`src/rtl/bp_clint_timer.sv`:
```
// bp_clint_timer
//   Single-core CLINT device. It holds the machine software-interrupt (mipi),
//   timer-compare (mtimecmp) and free-running timer (mtime) registers. It
//   services one 64b load/store at a time and drives the core's software and
//   timer interrupt lines.
//
// Ports
//   clk_i          clock
//   reset_i        synchronous active-high reset
//   req_v_i        request valid; accepted when req_v_i & req_ready_o
//   req_ready_o    high while idle (READY state)
//   req_w_i        1 = store, 0 = load
//   req_addr_i     physical address; only [23:0] decoded
//   req_data_i     store data
//   resp_v_o       response valid, held until resp_yumi_i
//   resp_yumi_i    consumer takes the response
//   resp_data_o    load data; 0 for stores and errors
//   resp_err_o     access to an unmapped offset
//   software_irq_o mipi[0]
//   timer_irq_o    mtime >= mtimecmp (unsigned)
module bp_clint_timer #(
   parameter int paddr_width_p = 40,
   parameter int dword_width_p = 64,
   parameter int mtime_div_p   = 8
) (
   input  logic                     clk_i,
   input  logic                     reset_i,
   input  logic                     req_v_i,
   output logic                     req_ready_o,
   input  logic                     req_w_i,
   input  logic [paddr_width_p-1:0] req_addr_i,
   input  logic [dword_width_p-1:0] req_data_i,
   output logic                     resp_v_o,
   input  logic                     resp_yumi_i,
   output logic [dword_width_p-1:0] resp_data_o,
   output logic                     resp_err_o,
   output logic                     software_irq_o,
   output logic                     timer_irq_o
);

   typedef enum logic {S_READY, S_RESP} state_e;

   localparam int            PW     = (mtime_div_p > 1) ? $clog2(mtime_div_p) : 1;
   localparam logic [PW-1:0] PS_MAX = PW'(mtime_div_p - 1);

   localparam logic [23:0] OFF_MIPI     = 24'h30_0000;
   localparam logic [23:0] OFF_MTIMECMP = 24'h30_4000;
   localparam logic [23:0] OFF_MTIME    = 24'h30_bff8;

   state_e                   state;
   logic [PW-1:0]            ps;
   logic                     tick;
   logic [dword_width_p-1:0] mtime, mtimecmp;
   logic                     mipi;

   logic [23:0]              off;
   logic                     sel_mipi, sel_cmp, sel_time, unmapped;
   logic                     accept, wr;
   logic [dword_width_p-1:0] rdata;

   // The router has already selected this device, so the upper address bits
   // carry no information here.
   logic unused_addr;
   assign unused_addr = ^req_addr_i[paddr_width_p-1:24];

   assign off      = req_addr_i[23:0];
   assign sel_mipi = (off == OFF_MIPI);
   assign sel_cmp  = (off == OFF_MTIMECMP);
   assign sel_time = (off == OFF_MTIME);
   assign unmapped = ~(sel_mipi | sel_cmp | sel_time);

   assign accept = req_v_i & (state == S_READY);
   assign wr     = accept & req_w_i;
   assign tick   = (ps == PS_MAX);

   always_comb begin
      rdata = '0;
      if (sel_mipi)      rdata = dword_width_p'(mipi);
      else if (sel_cmp)  rdata = mtimecmp;
      else if (sel_time) rdata = mtime;
   end

   always_ff @(posedge clk_i) begin
      if (reset_i) begin
         state       <= S_READY;
         ps          <= '0;
         mtime       <= '0;
         mtimecmp    <= '1;
         mipi        <= 1'b0;
         resp_data_o <= '0;
         resp_err_o  <= 1'b0;
      end else begin
         ps <= tick ? '0 : ps + PW'(1);

         // A store to mtime overrides the increment in the same cycle; the
         // prescaler keeps running so the next tick stays on its schedule.
         if (wr && sel_time) mtime <= req_data_i;
         else if (tick)      mtime <= mtime + 1'b1;

         if (wr && sel_cmp)  mtimecmp <= req_data_i;
         if (wr && sel_mipi) mipi     <= req_data_i[0];

         case (state)
            S_READY: if (req_v_i) begin
               // Loads see register values from before this edge's update.
               resp_data_o <= (req_w_i || unmapped) ? '0 : rdata;
               resp_err_o  <= unmapped;
               state       <= S_RESP;
            end
            S_RESP: if (resp_yumi_i) state <= S_READY;
            default: state <= S_READY;
         endcase
      end
   end

   assign req_ready_o    = (state == S_READY);
   assign resp_v_o       = (state == S_RESP);
   assign software_irq_o = mipi;
   assign timer_irq_o    = (mtime >= mtimecmp);

endmodule

```
`config.mk`:
```
export PLATFORM = sky130hd
export DESIGN_NAME = bp_clint_timer
export DESIGN_NICKNAME = d
export VERILOG_FILES = /design/src/rtl/bp_clint_timer.sv
export SDC_FILE = /design/constraint.sdc
export NUM_CORES = 1
export LEC_CHECK = 0
export ABC_AREA = 1
export CELL_PAD_IN_SITES_DETAIL_PLACEMENT = 0
export CELL_PAD_IN_SITES_GLOBAL_PLACEMENT = 1
export CORE_MARGIN = 3
export CORE_UTILIZATION = 30
export DETAILED_ROUTE_END_ITERATION = 10
export GPL_ROUTABILITY_DRIVEN = 0
export PLACE_DENSITY_LB_ADDON = 0.3
export SYNTH_ARGS = -nofsm -noshare
export SYNTH_HDL_FRONTEND = slang
export SYNTH_SLANG_ARGS = --single-unit
```
`constraint.sdc`:
```
create_clock -name clk_i -period 2.4 [get_ports clk_i]
set_input_delay 0.48 -clock clk_i [delete_from_list [all_inputs] [get_ports clk_i]]
set_output_delay 0.48 -clock clk_i [all_outputs]
set_load 0.01 [all_outputs]
```
==> impl_metrics.yaml <==
sta:
  tightest_slew_ns: 0.765
  rsz0062_at_grt: "true"
  slew_headroom_pct: 49.0
  setup_slack_ns: -0.356
  drv_slew: 0
  period_share_pct: 115
  period_needed_ns: 2.76
  final_hold_viol_count: 0
  setup_tns_ns: -0.356
  fmax_mhz: 363
  finalSetupViolCount: 1
  fin_worst_skew_ns: 0.0163
critical_path:
  end_kind: "output port"
  start_kind: "flop"
  worstPathCellList: "ha_4 -> a21oi_1 -> o21ai_1 -> a31oi_2 -> nor2_1 -> nor2_2 -> buf_4 -> nand3_4 -> buf_6"
  slowest_delay_ns: 0.40
  critical_path_class: "flop to output port"
  cp.arrival_ns: 2.28
  critPathMaxFanout: 2
  cpLargestDelayFamily: "compound AO/OA/AOI/OAI gates"
  path_buf_inv: 2
  cp.required_ns: 1.92
  crit_path_top_delay_cell: "dfxtp_1"
routing:
  drtIter0Drc: 682
  via_per_inst: 4.87
  ant_nets: 0
  dr.pass1.iters: 5
  wire_per_inst_um: 16.9
  drc: 0
  vias: 12928
  routed_wl_mm: 44.8
layout:
  layoutNonFillerInstCount: 2655
  nNetsFinal: 2287
  syn_to_final_growth_pct: 31.4
  n_antenna_cell: 0
  drive_gt1_share_pct: 13.8
floorplanning:
  core_sq_um: 41000
  dieWidth_um: 210
  start_util_pct: 30.5
  io_pins: 178
  die_h_um: 210
  rows: 74
  die_area_sq_um: 44200
placed_design:
  dp_slack_ns: -0.595
  port_buffers: 161
  place_inst: 2618
  dpl.hpwl_mm: 33.4
clocking:
  path_clk_slew_ns: 0.07
  holdBufCountCts: 0
  numCtsBuffers: 17
  cts.htree.levels: 4
  cts-root-buf: "clkbuf_16"
  cts.sinks: 198
  cts_tree: "built"
  clk_latency_ns: 0.48
  cts.path.max_buffers: 2
global_route:
  grt_max_degree: 129
  grt_pass1_vias: 12590
  met2_usage_pct: 33.5
  grt-busiest-layer: "met2"
  grt_overflow_total: 0
  track_usage_pct: 20.1
  use_met3_pct: 3.07
  grtUsageMet1_pct: 27.3
  grt_antenna_before_repair: 0
  grt_pass1_wl_mm: 70.7
synthesis:
  synthesis.nets: 2086
  ys_seq_elements: 198
  synth_ff_type: "dfxtp_1"
  async_flop_share_pct: 0
  yosys.cell_types.count: 38
  synth-edff-count: 0
  ys_warn_count: 0
  syn_area_per_cell_sq_um: 6.56
  synthCells: 1910
  synth-seq-area-share_pct: 31.7
  synth_area_sq_um: 12500
pwr:
  irDropWorstVdd_mv: 0.350
  leakagePower_nw: 7.10
  finalPower_mw: 6.72
  clockPowerShare_pct: 44.8
  p_comb_share_pct: 6.2
  power_frac_seq_pct: 49.0
  p_sw_mw: 1.65
  p_int_mw: 5.07
  swShare_pct: 24.5
  powerDensity_nw_per_um2: 408
hold_path:
  min_path_type: "flop to flop"
outcome:
  status: "complete, but fails checks"
  violations: "setup timing"
run:
  drv_cap: 0
## layer usage
metal | part of all wire [%] | routed length [um] | vias to the layer above
li1 | - | - | 6695
met4 | 1.6 | 734 | 0
met3 | 3.6 | 1610 | 39
met5 | 0 | 0 | -
met1 | 48 | 21500 | 5986
met2 | 47 | 20900 | 208
## kinds of logic (layout without fill, tap and decap cells)
logic type,count (synthesis),in the layout,synth area share [%]
buf+inv,364,577,12.1
simple gates,889,889,31.5
xor+xnor,26,26,1.82
fa+ha+maj,67,67,6.69
flops,198,198,31.7
compound gates,366,366,16.2
## worst paths after layout
path	end	depth (start not counted)	slack [ns]	from
setup / recovery	timer_irq_o	9	-0.36	mtime[35]
hold / removal	ps[0]	1	0.43	ps[0]
setup reg to reg	mtime[57]	10	0.16	mtime[25]
hold reg to reg	ps[0]	1	0.43	ps[0]
## registers in the layout (all words and copies together) (netlist names)
register and cells:
ps 3, resp_err_o 1, software_irq_o 1, resp_data_o 64
mtime 64, mtimecmp 64, resp_v_o 1
## power groups by stage
stage	sequential, mW	combinational (mW)	clock (mW)
floorplan	3.37	0.159	0
global placement	3.37	0.422	0
detailed placement	3.37	0.424	0
CTS	3.29	0.426	3.10
global route	3.29	0.463	3.18
finish	3.29	0.420	3.01
## what timing repair did
action,4_1_cts,5_1_grt
endpoints found under the setup margin,1,1
hold endpoints to repair,0,0
pin swaps,12,22
setup buffers,1,5
resized for setup,53,54
## area by class of cell
| type | count | area (sq um) |
|---|---|---|
| tap | 532 | 666 |
| inverter | 263 | 987 |
| fill | 4363 | 24600 |
| timing repair buffer | 283 | 2730 |
| clock buffer | 19 | 453 |
| multi-input combinational | 1348 | 7490 |
| sequential | 198 | 3990 |
| clock inverter | 12 | 144 |
## cell usage in the layout (no fill, tap or decap), types with 4 or more instances in the layout
master and n:
clkbuf_16 17, o211ai_1 64, buf_12 16, xnor2_1 5
nor3_1 7, xor2_1 21, ha_1 47, nor2_1 176
nand3_4 4, a21oi_2 6, nand4_1 80, nand2_2 21
dfxtp_1 178, inv_2 22, nand3_1 137, nor2_4 9
nand3_2 5, clkinv_1 4, nand2_1 418, clkdlybuf4s50_1 159
o21ai_1 19, nor3_2 4, buf_4 107, nor2_2 16
o22ai_1 15, dfxtp_2 20, ha_4 20, inv_1 237
a21oi_1 141, o21ai_0 113
## per-stage QoR
| stage | utilization (%) | hold WS (ns) | instance area [sq um] |
|---|---|---|---|
| final | 40.1 | 0.426 | 16500 |
| after global routing | 40.1 | 0.449 | 16500 |
| after CTS | 39.5 | 0.427 | 16200 |
| after detailed placement | 37.4 | 0.417 | 15300 |
| after global placement | 37.4 | 0.406 | 15300 |
| after floorplan | - | 0.399 | 12500 |
## cells in the mapped netlist, types with 4 or more instances
| library cell | number | area (sq um) |
|---|---|---|
| dfxtp_1 | 198 | 3960 |
| nand3_1 | 139 | 696 |
| o21ai_1 | 16 | 80.1 |
| o211ai_1 | 64 | 480 |
| buf_6 | 13 | 146 |
| nand3_2 | 4 | 40.0 |
| nor2_4 | 7 | 78.8 |
| xnor2_1 | 5 | 43.8 |
| xor2_1 | 21 | 184 |
| inv_1 | 251 | 942 |
| o21ai_0 | 116 | 581 |
| ha_1 | 67 | 838 |
| nor2_1 | 182 | 683 |
| buf_2 | 22 | 110 |
| clkinv_1 | 4 | 15.0 |
| buf_1 | 5 | 18.8 |
| nand2_1 | 436 | 1640 |
| buf_4 | 7 | 52.6 |
| nor2_2 | 12 | 75.1 |
| o22ai_1 | 15 | 93.8 |
| nor3_1 | 9 | 45.0 |
| nand2_2 | 6 | 37.5 |
| a21oi_1 | 146 | 731 |
| nand4_1 | 80 | 500 |
| inv_2 | 8 | 30.0 |
| clkbuf_1 | 54 | 203 |
## worst register-to-register path, delay by kind of cell (launching register included)
family | cells | cell delay [ns]
compound gates | 2 | 0.26
buf+inv | 1 | 0.17
flops | 1 | 0.41
simple gates | 7 | 1.24
Power figures use the tool's default switching activity.
